`src/rtl/muldiv_unit.sv`:
```
// muldiv_unit: iterative radix-2 RV32M/RV64M multiply/divide unit with valid/ready handshake
//
// Ports:
//   clk          rising-edge clock
//   rst_n        asynchronous active-low reset
//   flush        synchronous kill of any accepted or pending operation
//   in_valid     op/a/b valid this cycle
//   in_ready     unit can accept (IDLE only)
//   op           RISC-V funct3 (MUL,MULH,MULHSU,MULHU,DIV,DIVU,REM,REMU)
//   a, b         rs1 / rs2 operands
//   out_valid    result valid
//   out_ready    consumer takes the result
//   result       rd value
//   div_by_zero  divide/remainder op had b==0, qualified by out_valid
//   busy         unit is not IDLE
//
// Build option: define MULDIV_EARLY_OUT_EN to finish trivial operations
// (divide by zero, signed overflow, a==0 or b==0) one edge after accept.
module muldiv_unit #(
    parameter int WIDTH = 32
) (
    input  logic             clk,
    input  logic             rst_n,
    input  logic             flush,
    input  logic             in_valid,
    output logic             in_ready,
    input  logic [2:0]       op,
    input  logic [WIDTH-1:0] a,
    input  logic [WIDTH-1:0] b,
    output logic             out_valid,
    input  logic             out_ready,
    output logic [WIDTH-1:0] result,
    output logic             div_by_zero,
    output logic             busy
);
    localparam int CW = $clog2(WIDTH);
    localparam logic [WIDTH-1:0] MIN = {1'b1, {(WIDTH-1){1'b0}}};

    typedef enum logic [1:0] {IDLE, BUSY, DONE} state_t;

    state_t             state, state_nx;
    logic [2:0]         op_q;
    logic               na_q, nb_q, dz_q, early_q;
    logic [2*WIDTH-1:0] acc;
    logic [WIDTH-1:0]   rem;
    logic [WIDTH-1:0]   dvs;
    logic [CW-1:0]      cnt;

    // Operand signedness from funct3: MULH/MULHSU/DIV/REM have signed a,
    // MULH/DIV/REM have signed b.
    logic             sa, sb, na, nb, accept, early;
    logic [WIDTH-1:0] ma, mb;

    assign sa     = op[2] ? ~op[0] : (op[1] ^ op[0]);
    assign sb     = op[2] ? ~op[0] : (op[1:0] == 2'b01);
    assign na     = sa & a[WIDTH-1];
    assign nb     = sb & b[WIDTH-1];
    assign ma     = na ? -a : a;
    assign mb     = nb ? -b : b;
    assign accept = (state == IDLE) && in_valid && !flush;

`ifdef MULDIV_EARLY_OUT_EN
    logic             ovf;
    logic [WIDTH-1:0] early_res;
    assign ovf       = op[2] & ~op[0] & (a == MIN) & (b == '1);
    assign early     = (a == '0) | (b == '0) | ovf;
    assign early_res = !op[2]    ? '0 :
                       (b == '0) ? (op[1] ? a : '1) :
                       ovf       ? (op[1] ? '0 : MIN) : '0;
`else
    assign early = 1'b0;
`endif

    // One iteration. Multiply: acc = {partial product, remaining multiplier bits},
    // add multiplicand on the low bit then shift right. Divide: acc low half holds
    // dividend bits shifting out and quotient bits shifting in.
    logic [WIDTH:0]     hsum, trial, diff;
    logic [2*WIDTH-1:0] acc_nx, prod;
    logic [WIDTH-1:0]   rem_nx, q_s, r_s, fin;

    assign hsum   = {1'b0, acc[2*WIDTH-1:WIDTH]} + (acc[0] ? {1'b0, dvs} : '0);
    assign trial  = {rem, acc[WIDTH-1]};
    assign diff   = trial - {1'b0, dvs};
    assign acc_nx = op_q[2] ? {acc[2*WIDTH-1:WIDTH], acc[WIDTH-2:0], ~diff[WIDTH]}
                            : {hsum, acc[WIDTH-1:1]};
    assign rem_nx = !op_q[2] ? rem : (diff[WIDTH] ? trial[WIDTH-1:0] : diff[WIDTH-1:0]);

    // Sign fix-up on the final iteration's values. With b==0 the restoring
    // divider leaves |a| as remainder, so only the quotient needs forcing.
    assign prod = (na_q ^ nb_q) ? -acc_nx : acc_nx;
    assign q_s  = dz_q ? '1 : ((na_q ^ nb_q) ? -acc_nx[WIDTH-1:0] : acc_nx[WIDTH-1:0]);
    assign r_s  = na_q ? -rem_nx : rem_nx;
    assign fin  = op_q[2] ? (op_q[1] ? r_s : q_s)
                          : ((op_q[1:0] == 2'b00) ? prod[WIDTH-1:0] : prod[2*WIDTH-1:WIDTH]);

    always_ff @(posedge clk or negedge rst_n) begin
        if (!rst_n) begin
            state <= IDLE;
        end else begin
            state <= state_nx;
        end
    end

    always_comb begin
        state_nx = state;
        if (flush) begin
            state_nx = IDLE;
        end else if (state == IDLE) begin
            state_nx = in_valid ? BUSY : IDLE;
        end else if (state == BUSY) begin
            state_nx = (cnt == '0) ? DONE : BUSY;
        end else begin
            state_nx = out_ready ? IDLE : DONE;
        end
    end

    always_ff @(posedge clk or negedge rst_n) begin
        if (!rst_n) begin
            op_q    <= '0;
            na_q    <= 1'b0;
            nb_q    <= 1'b0;
            dz_q    <= 1'b0;
            early_q <= 1'b0;
            acc     <= '0;
            rem     <= '0;
            dvs     <= '0;
            cnt     <= '0;
            result  <= '0;
        end else if (accept) begin
            op_q    <= op;
            na_q    <= na;
            nb_q    <= nb;
            dz_q    <= op[2] && (b == '0);
            early_q <= early;
            acc     <= {{WIDTH{1'b0}}, op[2] ? ma : mb};
            rem     <= '0;
            dvs     <= op[2] ? mb : ma;
            cnt     <= early ? '0 : CW'(WIDTH - 1);
`ifdef MULDIV_EARLY_OUT_EN
            result  <= early_res;
`endif
        end else if (state == BUSY) begin
            acc <= acc_nx;
            rem <= rem_nx;
            if (cnt != '0) begin
                cnt <= cnt - 1'b1;
            end else if (!early_q) begin
                result <= fin;
            end
        end
    end

    assign in_ready    = (state == IDLE);
    assign out_valid   = (state == DONE);
    assign busy        = (state != IDLE);
    assign div_by_zero = dz_q;
endmodule

```
`config.mk`:
```
export PLATFORM = sky130hd
export DESIGN_NAME = muldiv_unit
export DESIGN_NICKNAME = d
export VERILOG_FILES = /design/src/rtl/muldiv_unit.sv
export SDC_FILE = /design/constraint.sdc
export NUM_CORES = 1
export LEC_CHECK = 0
export ABC_AREA = 1
export CAP_MARGIN = 20
export CELL_PAD_IN_SITES_DETAIL_PLACEMENT = 0
export CELL_PAD_IN_SITES_GLOBAL_PLACEMENT = 1
export CORE_ASPECT_RATIO = 1.5
export CORE_MARGIN = 3
export CORE_UTILIZATION = 30
export DETAILED_ROUTE_END_ITERATION = 7
export PLACE_DENSITY = 0.66
export SYNTH_ARGS = -nofsm -noshare
export SYNTH_HDL_FRONTEND = slang
export SYNTH_SLANG_ARGS = --single-unit
```
`constraint.sdc`:
```
create_clock -name clk -period 3.9 [get_ports clk]
set_clock_uncertainty 0.1 [all_clocks]
set_input_delay 0.78 -clock clk [delete_from_list [all_inputs] [get_ports clk]]
set_output_delay 0.78 -clock clk [all_outputs]
set_load 0.01 [all_outputs]
```
==> results.cfg <==
[outcome]
status = finished, violations left
violations = negative setup slack

[logic_synthesis]
avgSynthCellArea_um2 = 5.97
async_flop_share = 1.00
synth_area_leaders = dfrtp_1 (23%), nand2_1 (19%), inv_1 (9.0%)
synth_edf_count = 0
synthTopCellsByCount = nand2_1 (947), inv_1 (450), nor2_1 (304)
synth.distinct_cells = 59
netlist_area_um2 = 18800
synth_ff_type = dfrtp_1
seq_area_frac_synth = 0.231
yosys_warnings = 0
syn-instance-count = 3143
ys_ff_latch = 173
synth_top_area_share = 0.231
synth_top_area_cell = dfrtp_1
synth_nets = 3288
synth.most_common_cell = nand2_1

[placed_design]
dp_slack_ps = -558
gp_congestion = 1.10
place_inst = 4453
io_buffers = 107
dpl_cell_area_um2 = 24400
dp_hpwl_um = 79900

[critical_path]
cp-end-kind = flip-flop
rr_worst_depth = 33
crit_required_ps = 4210
cp.arrival_ps = 4340
startpoint_type = flip-flop
critPathKind = flip-flop to flip-flop
worst_path_max_delay_cell = dfrtp_1
slowest_delay_ps = 380
cp_max_fo = 2
crit_path_frequent_cell = buf_4

[clock_tree]
ctsHtreeMaxLevel = 4
cts_tree = built
clock_sinks = 173
root_buffer = clkbuf_16
clk_latency_ps = 490
clock_path_buffers = 2
clk_pin_slew_ps = 90
cts_buffers = 17

[power_and_ir_drop]
vdd_drop_max_v = 0.000620
power_density_nw_per_um2 = 840
power_uw = 22500
p_leak_uw = 0.0135

[sta]
worst_slew_pin_slew_ps = 904
final.min_clock_period_ps = 4030
fmax_ghz = 0.248
rsz0062_at_grt = yes
hold_viol = 0
setup_viol = 12
slew_viol_final = 0
relSlewSlack = 0.391
finalCritPeriodShare = 1.03
setup_ws_ps = -130

[run]
maxCapViolations = 0

[global_route]
gr-usage-all-layers = 0.282
grt_max_degree = 74
grt_overflow_total = 0
grt_pass1_wl_um = 139000
antenna_found_initial = 0
grt_pass1_vias = 22800

[routing]
drt_iter0_markers = 1574
routedWlPerCell_um = 21.1
routed_wirelength_um = 96000
ant_nets = 0
drt-pass1-iter-count = 7
vias = 23100
drc_errors = 0
viasPerCell = 5.08

[finish]
areaGrowthSynthToFinish_pct = 42.5
finalNonFillerCells = 4539
fin_nets = 3880
n_fill_cell = 6539
final_core_util = 0.435
final_area_um2 = 26700
antennaDiodeCount = 0
drive_gt1_frac = 0.254

[floorplan]
die_y_um = 312
ios = 108
initial_core_util = 0.305
core-area_um2 = 61500
die_area_um2 = 65700
num_rows = 111
die_w_um = 210

[min_path]
hp-class = input port to asynchronous set/reset pin
-- layout by cell type, fill, tap and decap left out, drive strengths merged, types with 6 or more instances in the layout --
| master | n |
|---|---|
| o22ai | 46 |
| nand3b | 18 |
| nand2 | 975 |
| ha | 71 |
| a22oi | 24 |
| buf | 572 |
| a21oi | 144 |
| nor3 | 37 |
| clkdlybuf4s50 | 106 |
| a31oi | 9 |
| o21ai | 227 |
| o221ai | 18 |
| nand4 | 36 |
| o21a | 6 |
| or2 | 13 |
| nor2 | 325 |
| clkbuf | 21 |
| dfrtp | 173 |
| clkinv | 6 |
| xor2 | 73 |
| o21bai | 13 |
| o211ai | 31 |
| nor4 | 9 |
| nand3 | 251 |
| xnor2 | 42 |
| inv | 476 |
-- worst paths after layout --
kind / start / end / slack [ps]
setup reg to reg: acc[31] / result[4] / -130
setup / recovery: acc[31] / result[4] / -130
min in group clk: result[15] / result[15] / 390
hold reg to reg: result[15] / result[15] / 390
max in group asynchronous: rst_n / cnt[2] / 2550
hold / removal: rst_n / rem[26] / 220
-- sequential cells by signal (all words and copies together) (netlist names) --
name and cells:
state 2, div_by_zero 1, na_q 1, dvs 32, rem 32, acc 64
nb_q 1, op_q 3, result 32, cnt 5
-- metal layers --
layer  global-route usage  wire [um]  vias to the layer above
met5                    0          0                        -
met4                0.221       8720                        0
met3               0.0211       3150                      222
met2                0.493      47400                      676
met1                0.315      36700                    10900
li1                     -          -                    11300
-- kinds of logic after synthesis --
| kind of cell | synth area share |
|---|---|
| adders and majority gates | 0.0495 |
| xor gates and xnor gates | 0.0537 |
| buffers and inverters | 0.120 |
| and+or+nand+nor | 0.379 |
| DFF | 0.231 |
| AOI/OAI and AO/OA | 0.167 |
-- layout make-up --
cell class | count | area [um2] | share of cell area
Tap cell | 791 | 990 | 0.0370
Clock buffer | 19 | 443 | 0.0166
Timing Repair Buffer | 680 | 5530 | 0.207
Multi-Input combinational cell | 2392 | 13500 | 0.506
Sequential cell | 173 | 4330 | 0.162
Inverter | 471 | 1780 | 0.0666
Clock inverter | 13 | 144 | 0.00538
-- metrics by stage --
stage | TNS [ps] | hold WS, ps
global placement | -6960 | 370
CTS | -1840 | 250
detailed placement | -7640 | 371
finish | -928 | 222
global route | -3850 | 262
floorplan | 0 | 343
-- critical path: cells and delay by family, from the launching register on --
kind	cells	cell delay, ps
AO/OA/AOI/OAI	2	230
buffers and inverters	12	1360
flip-flops	1	380
XOR/XNOR	1	160
adder cells (fa/ha/maj)	3	650
AND/OR/NAND/NOR	15	1070
-- repair_timing --
action                                  4_1_cts  5_1_grt
gates resized for setup                      81      251
pin swaps                                    36       82
hold buffers                                  0        0
cloned                                        1        1
buffers inserted                             25       30
endpoints found under the setup margin       26       29
-- power breakdown --
part | total [uW] | internal (uW) | leakage [uW] | switching [uW]
Sequential | 2610 | 2220 | 0.00223 | 383
Clock | 1830 | 926 | 0.000286 | 908
Combinational | 18000 | 7640 | 0.0110 | 10400
Total | 22500 | 10800 | 0.0135 | 11700
Note: power is estimated with default switching activity, not from simulation.
